===== config.mk =====
export PLATFORM = sky130hd
export DESIGN_NAME = decode_ctrl_stage
export DESIGN_NICKNAME = d
export VERILOG_FILES = /design/src/rtl/decode_ctrl_stage.sv
export SDC_FILE = /design/constraint.sdc
export NUM_CORES = 1
export LEC_CHECK = 0
export CORE_ASPECT_RATIO = 0.6
export CORE_UTILIZATION = 45
export CTS_CLUSTER_DIAMETER = 60
export CTS_CLUSTER_SIZE = 8
export DETAILED_ROUTE_END_ITERATION = 6
export PLACE_DENSITY_LB_ADDON = 0.1
export RECOVER_POWER = 100
export SETUP_SLACK_MARGIN = 0.4
export SLEW_MARGIN = 25
export SYNTH_ARGS = -nofsm -noshare
export SYNTH_HDL_FRONTEND = slang
export SYNTH_SLANG_ARGS = --single-unit

===== constraint.sdc =====
create_clock -name clk -period 2.1 [get_ports clk]
set_input_delay 0.315 -clock clk [delete_from_list [all_inputs] [get_ports clk]]
set_output_delay 0.315 -clock clk [all_outputs]
set_load 0.01 [all_outputs]

===== src/rtl/decode_ctrl_stage.sv =====
// rtl/decode_ctrl_stage.sv - instruction decode/control stage with multi-cycle mul issue FSM
`timescale 1ns/1ps
module decode_ctrl_stage #(
  parameter int          NUM_IO     = 3,
  parameter logic [11:0] IO_BASE    = 12'hF00,
  parameter int          MUL_CYCLES = 3
) (
  input  logic              clk,
  input  logic              rst_n,
  input  logic [31:0]       instr,
  input  logic              instr_valid,
  input  logic              stall_in,
  input  logic              flush,
  output logic [3:0]        aluop,
  output logic [1:0]        regsel,
  output logic              alusrc,
  output logic              regwrite,
  output logic [NUM_IO-1:0] gpio_we,
  output logic              is_branch,
  output logic              is_jal,
  output logic              is_jalr,
  output logic [2:0]        br_funct3,
  output logic              illegal,
  output logic              ex_valid,
  output logic              stall_req
);

  typedef struct packed {
    logic              illegal;
    logic [3:0]        aluop;
    logic [1:0]        regsel;
    logic              alusrc;
    logic              regwrite;
    logic [NUM_IO-1:0] gpio_we;
    logic              is_branch;
    logic              is_jal;
    logic              is_jalr;
    logic [2:0]        br_funct3;
  } ctrl_t;

  localparam logic [0:0] S_IDLE = 1'b0;
  localparam logic [0:0] S_BUSY = 1'b1;

  logic [6:0]  w_opcode;
  logic [2:0]  w_f3;
  logic [6:0]  w_f7;
  logic [11:0] w_csr_off;
  logic        w_ok;
  logic [3:0]  w_op;
  logic        w_is_mul;
  logic        w_accept;
  ctrl_t       w_dec;
  logic        w_unused_bits;

  logic [0:0]  r_state;
  logic [3:0]  r_cnt;
  ctrl_t       r_out;
  ctrl_t       r_hold;
  logic        r_ex_valid;

  assign w_opcode      = instr[6:0];
  assign w_f3          = instr[14:12];
  assign w_f7          = instr[31:25];
  assign w_csr_off     = instr[31:20] - IO_BASE;
  assign w_unused_bits = ^{instr[19:15], instr[11:7]};

  always_comb begin
    w_dec         = '0;
    w_dec.illegal = 1'b1;
    w_ok          = 1'b0;
    w_op          = 4'b0000;
    w_is_mul      = 1'b0;
    case (w_opcode)
      7'h33: begin
        w_ok = 1'b1;
        case ({w_f7, w_f3})
          {7'h00, 3'b000}: w_op = 4'b0011;
          {7'h00, 3'b001}: w_op = 4'b1000;
          {7'h00, 3'b010}: w_op = 4'b1100;
          {7'h00, 3'b011}: w_op = 4'b1101;
          {7'h00, 3'b100}: w_op = 4'b0010;
          {7'h00, 3'b101}: w_op = 4'b1001;
          {7'h00, 3'b110}: w_op = 4'b0001;
          {7'h00, 3'b111}: w_op = 4'b0000;
          {7'h20, 3'b000}: w_op = 4'b0100;
          {7'h20, 3'b101}: w_op = 4'b1010;
          {7'h01, 3'b000}: begin w_op = 4'b0101; w_is_mul = 1'b1; end
          {7'h01, 3'b001}: begin w_op = 4'b0110; w_is_mul = 1'b1; end
          {7'h01, 3'b011}: begin w_op = 4'b0111; w_is_mul = 1'b1; end
          default:         w_ok = 1'b0;
        endcase
        if (w_ok) begin
          w_dec.illegal  = 1'b0;
          w_dec.aluop    = w_op;
          w_dec.regsel   = 2'b10;
          w_dec.regwrite = 1'b1;
        end
      end
      7'h13: begin
        w_ok = 1'b1;
        case (w_f3)
          3'b000: w_op = 4'b0011;
          3'b010: w_op = 4'b1100;
          3'b011: w_op = 4'b1101;
          3'b100: w_op = 4'b0010;
          3'b110: w_op = 4'b0001;
          3'b111: w_op = 4'b0000;
          3'b001: begin w_op = 4'b1000; w_ok = (w_f7 == 7'h00); end
          default: begin
            // f3=101: shift kind is chosen by imm[11:5]
            w_op = (w_f7 == 7'h20) ? 4'b1010 : 4'b1001;
            w_ok = (w_f7 == 7'h00) || (w_f7 == 7'h20);
          end
        endcase
        if (w_ok) begin
          w_dec.illegal  = 1'b0;
          w_dec.aluop    = w_op;
          w_dec.alusrc   = 1'b1;
          w_dec.regsel   = 2'b10;
          w_dec.regwrite = 1'b1;
        end
      end
      7'h37: begin
        w_dec.illegal  = 1'b0;
        w_dec.regsel   = 2'b01;
        w_dec.regwrite = 1'b1;
      end
      7'h73: begin
        if (w_csr_off == 12'd0) begin
          w_dec.illegal  = 1'b0;
          w_dec.regsel   = 2'b00;
          w_dec.regwrite = 1'b1;
        end
        for (int k = 1; k < NUM_IO; k++) begin
          if (w_csr_off == 12'(k)) begin
            w_dec.illegal    = 1'b0;
            w_dec.gpio_we[k] = 1'b1;
          end
        end
      end
      7'h63: begin
        if (w_f3 != 3'b010 && w_f3 != 3'b011) begin
          w_dec.illegal   = 1'b0;
          w_dec.is_branch = 1'b1;
          w_dec.aluop     = 4'b0100;
          w_dec.br_funct3 = w_f3;
        end
      end
      7'h6F: begin
        w_dec.illegal  = 1'b0;
        w_dec.is_jal   = 1'b1;
        w_dec.regsel   = 2'b11;
        w_dec.regwrite = 1'b1;
      end
      7'h67: begin
        if (w_f3 == 3'b000) begin
          w_dec.illegal  = 1'b0;
          w_dec.is_jalr  = 1'b1;
          w_dec.alusrc   = 1'b1;
          w_dec.aluop    = 4'b0011;
          w_dec.regsel   = 2'b11;
          w_dec.regwrite = 1'b1;
        end
      end
      default: w_dec.illegal = 1'b1;
    endcase
  end

  assign stall_req = (r_state == S_BUSY);
  assign w_accept  = instr_valid && !stall_in && !flush && !stall_req;

  always_ff @(posedge clk) begin
    if (!rst_n) begin
      r_state    <= S_IDLE;
      r_cnt      <= 4'd0;
      r_out      <= '0;
      r_hold     <= '0;
      r_ex_valid <= 1'b0;
    end else if (flush) begin
      r_state    <= S_IDLE;
      r_cnt      <= 4'd0;
      r_out      <= '0;
      r_hold     <= '0;
      r_ex_valid <= 1'b0;
    end else if (stall_in) begin
      r_state <= r_state;
    end else if (r_state == S_BUSY) begin
      // outputs stay a bubble until the held mul is released on the last count
      if (r_cnt == 4'd1) begin
        r_state    <= S_IDLE;
        r_cnt      <= 4'd0;
        r_out      <= r_hold;
        r_ex_valid <= 1'b1;
      end else begin
        r_cnt <= r_cnt - 4'd1;
      end
    end else if (w_accept) begin
      if (w_is_mul && (MUL_CYCLES > 1)) begin
        r_state    <= S_BUSY;
        r_cnt      <= 4'(MUL_CYCLES - 1);
        r_hold     <= w_dec;
        r_out      <= '0;
        r_ex_valid <= 1'b0;
      end else begin
        r_out      <= w_dec;
        r_ex_valid <= 1'b1;
      end
    end else begin
      r_out      <= '0;
      r_ex_valid <= 1'b0;
    end
  end

  assign aluop     = r_out.aluop;
  assign regsel    = r_out.regsel;
  assign alusrc    = r_out.alusrc;
  assign regwrite  = r_out.regwrite;
  assign gpio_we   = r_out.gpio_we;
  assign is_branch = r_out.is_branch;
  assign is_jal    = r_out.is_jal;
  assign is_jalr   = r_out.is_jalr;
  assign br_funct3 = r_out.br_funct3;
  assign illegal   = r_out.illegal;
  assign ex_valid  = r_ex_valid;

endmodule


==> run_results.csv <==
group,metric,value,unit
timing,setup-violations-final,0,
clock_network,clk_latency,0.30,ns
critical_path,cp_max_fo,3,
global_routing,grt_pass1_vias,2595,
logic_synthesis,netlist_area,2303,um2
global_routing,grt_max_degree,21,
floorplanning,die_h,57.42,um
global_routing,antenna_found_initial,0,
critical_path,end_kind,"flip-flop",
placement,place_hpwl,5101,um
routing,drt_iter0_drc,209,
floorplanning,fp.coreArea,4731,um2
routing,first_pass_iters,5,
routing,vias_per_cell,5.918,
floorplanning,rows,19,
final_layout,nets,416,
timing,final.min_clock_period,1.916,ns
critical_path,reg2reg_from,"r_cnt[1]",
clock_network,clockBufferDepth,2,
power_and_ir_drop,p_per_area,465.1,nW/um2
routing,detail-route-antenna-nets,0,
global_routing,grt_overflow,0,
floorplanning,die-area,5418,um2
min_path,hp-class,"reg -> reg",
timing,final_hold_viol_count,0,
clock_network,cts_tree,"built",
placement,io_buffers,45,
power_and_ir_drop,pwr-share-seq,0.430,
logic_synthesis,yosysWarnings,0,
clock_network,clkTransAtPathRegs,0.09,ns
logic_synthesis,postSynthNetCount,305,
logic_synthesis,netlist-cell-type-count,70,
power_and_ir_drop,power_frac_comb,0.198,
power_and_ir_drop,power_leakage,1.559,nW
outcome,status,"complete, no violations",
timing,tightest_slew,0.5458,ns
run,drv_cap,0,
clock_network,hold_buffers,0,
logic_synthesis,synth.avg_cell_area,8.660,um2
logic_synthesis,netlist_instances,266,
global_routing,grt_pass1_wl,12920,um
final_layout,final_common_cell,"buf_4",
min_path,holdPathEnd,"r_hold[1]",
power_and_ir_drop,p_sw_frac,0.2735,
placement,gp_congestion,0.8780,
logic_synthesis,ys.flop_type,"dfxtp_1",
placement,place_ws,-0.2233,ns
final_layout,drive_above_1_share,0.4153,
floorplanning,die_width,94.37,um
critical_path,crit_required,2.34,ns
routing,drt_wl_total,8371,um
timing,fmax,522.0,MHz
final_layout,insertedDiodeCount,0,
timing,rsz0062_at_grt,"yes",
logic_synthesis,synth_edf_count,0,
clock_network,cts-root-buf,"clkbuf_8",
min_path,min_from,"r_hold[1]",
logic_synthesis,synth_seq_cells,40,
power_and_ir_drop,power,1.787,mW
clock_network,htreeDepth,2,
global_routing,grt.total_usage,0.3149,
logic_synthesis,seq_area_frac_synth,0.3476,
timing,post-route-period-util,0.9122,
timing,finalClockSkew,0.006549,ns
floorplanning,initial_core_util,0.4869,
final_layout,fillers,278,
critical_path,rrSetupSlack,0.18,ns
timing,finalWorstSetupSlack,0.1844,ns
timing,relSlewSlack,0.6361,
power_and_ir_drop,clkPwrFrac,0.372,
critical_path,crit_type,"reg -> reg",
critical_path,critPathLaunchType,"flip-flop",
routing,vias,2610,
critical_path,arrival,2.16,ns
power_and_ir_drop,ir_drop,0.0004369,V
logic_synthesis,async_flop_share,0,
critical_path,r2r_cells,9,
floorplanning,ios,57,
clock_network,numCtsBuffers,5,
timing,slew_violations,0,
final_layout,syn_to_final_growth,66.81,%
final_layout,layout_common_cells,"buf_4 (59), dfxtp_1 (38), nor2_1 (19), dlygate4sd3_1 (18), nand2_1 (14)",
routing,remaining_drc_errors,0,
critical_path,worstReg2RegEnd,"aluop[0]",
power_and_ir_drop,p_int,1.298,mW
clock_network,clkSinkCount,40,
power_and_ir_drop,power.net_switching,488.7,uW
routing,wl_per_cell,18.98,um
min_path,hold_depth,1,
-- stage by stage --
step	hold slack, ns	instances	utilization	setup TNS (ns)	cell area [um2]
2_1_floorplan	0.4167	266	-	0	2318
3_3_place_gp	0.4376	409	0.6641	-2.531	3142
3_5_place_dp	0.4457	409	0.6641	-3.412	3142
4_1_cts	0.4687	438	0.7847	0	3712
5_1_grt	0.4802	441	0.8122	0	3842
6_report	0.4712	441	0.8122	0	3842
-- how the worst max path moves through the flow --
stage	from	endpoint
after floorplan	r_cnt[0]	regsel[1]
after global placement	instr[14]	alusrc
after detailed placement	instr[14]	alusrc
after CTS	r_cnt[1]	illegal
after global routing	stall_req	regwrite
final	r_cnt[1]	aluop[0]
-- kinds of logic (layout without fill, tap and decap cells) --
group | after synthesis | in the layout | share of synthesized area
simple gates | 114 | 114 | 0.3178
compound gates | 78 | 79 | 0.2439
flops | 40 | 40 | 0.3476
buf+inv | 26 | 137 | 0.05648
mux | 4 | 4 | 0.01793
fa+ha+maj | 2 | 2 | 0.01086
other cells | 1 | 1 | 0.001628
xor+xnor | 1 | 1 | 0.003803
-- power by group through the flow --
| stage | clock [mW] | sequential [mW] | combinational (mW) |
|---|---|---|---|
| 6_report | 0.664 | 0.769 | 0.354 |
| 5_1_grt | 0.692 | 0.770 | 0.374 |
| 4_1_cts | 0.662 | 0.768 | 0.324 |
| 3_5_place_dp | 0 | 0.787 | 0.275 |
| 3_3_place_gp | 0 | 0.787 | 0.270 |
| 2_1_floorplan | 0 | 0.790 | 0.111 |
-- cells in the mapped netlist (5+ instances only) --
| cell | instances | share of area |
|---|---|---|
| nor2_1 | 20 | 0.033 |
| nor3_1 | 5 | 0.011 |
| nand2_1 | 19 | 0.031 |
| nand2b_1 | 7 | 0.019 |
| inv_1 | 9 | 0.015 |
| buf_2 | 7 | 0.015 |
| and2_1 | 13 | 0.035 |
| o21ai_0 | 19 | 0.041 |
| nand3_1 | 5 | 0.011 |
| a32oi_1 | 6 | 0.023 |
| a21oi_1 | 14 | 0.030 |
| nor2b_1 | 5 | 0.014 |
| nor4_1 | 6 | 0.016 |
| dfxtp_1 | 40 | 0.35 |
-- routing by layer --
| metal | part of all wire | global-route usage |
|---|---|---|
| met1 | 0.45 | 0.4251 |
| met2 | 0.46 | 0.5031 |
| met3 | 0.074 | 0.07067 |
| met4 | 0.021 | 0.09670 |
| met5 | 0 | 0 |
-- worst max-delay path: stages (launching register included) --
cell and delay [ns]:
dfxtp_1 0.33, inv_2 0.06, ha_1 0.15, or3b_1 0.45, a21oi_4 0.23, buf_6 0.14, buf_6 0.11, mux2i_4 0.24
o21ai_1 0.08, nor2_1 0.08
-- state kept, by name (all words and copies together), names as in the netlist --
register	cells
aluop	4
alusrc	1
br_funct3	3
ex_valid	1
gpio_we	2
illegal	1
is_branch	1
is_jal	1
is_jalr	1
r_cnt	4
r_hold	17
regsel	2
regwrite	1
stall_req	1
-- what timing repair did --
item	in CTS	in global routing
buffers inserted	18	3
gates cloned	3	0
pin swaps	30	23
endpoints found under the setup margin	39	40
gates resized for setup	82	55
-- layout make-up --
type,instances,area (um2),share of cell area
clock buffer,5,68.82,0.01791
clock inverter,3,46.29,0.01205
inverter,9,33.78,0.008792
multi-input combinational,201,1742,0.4533
sequential,40,805.8,0.2097
tap,63,78.83,0.02051
timing repair buffer,120,1067,0.2778
(Power assumes the default switching activity.)
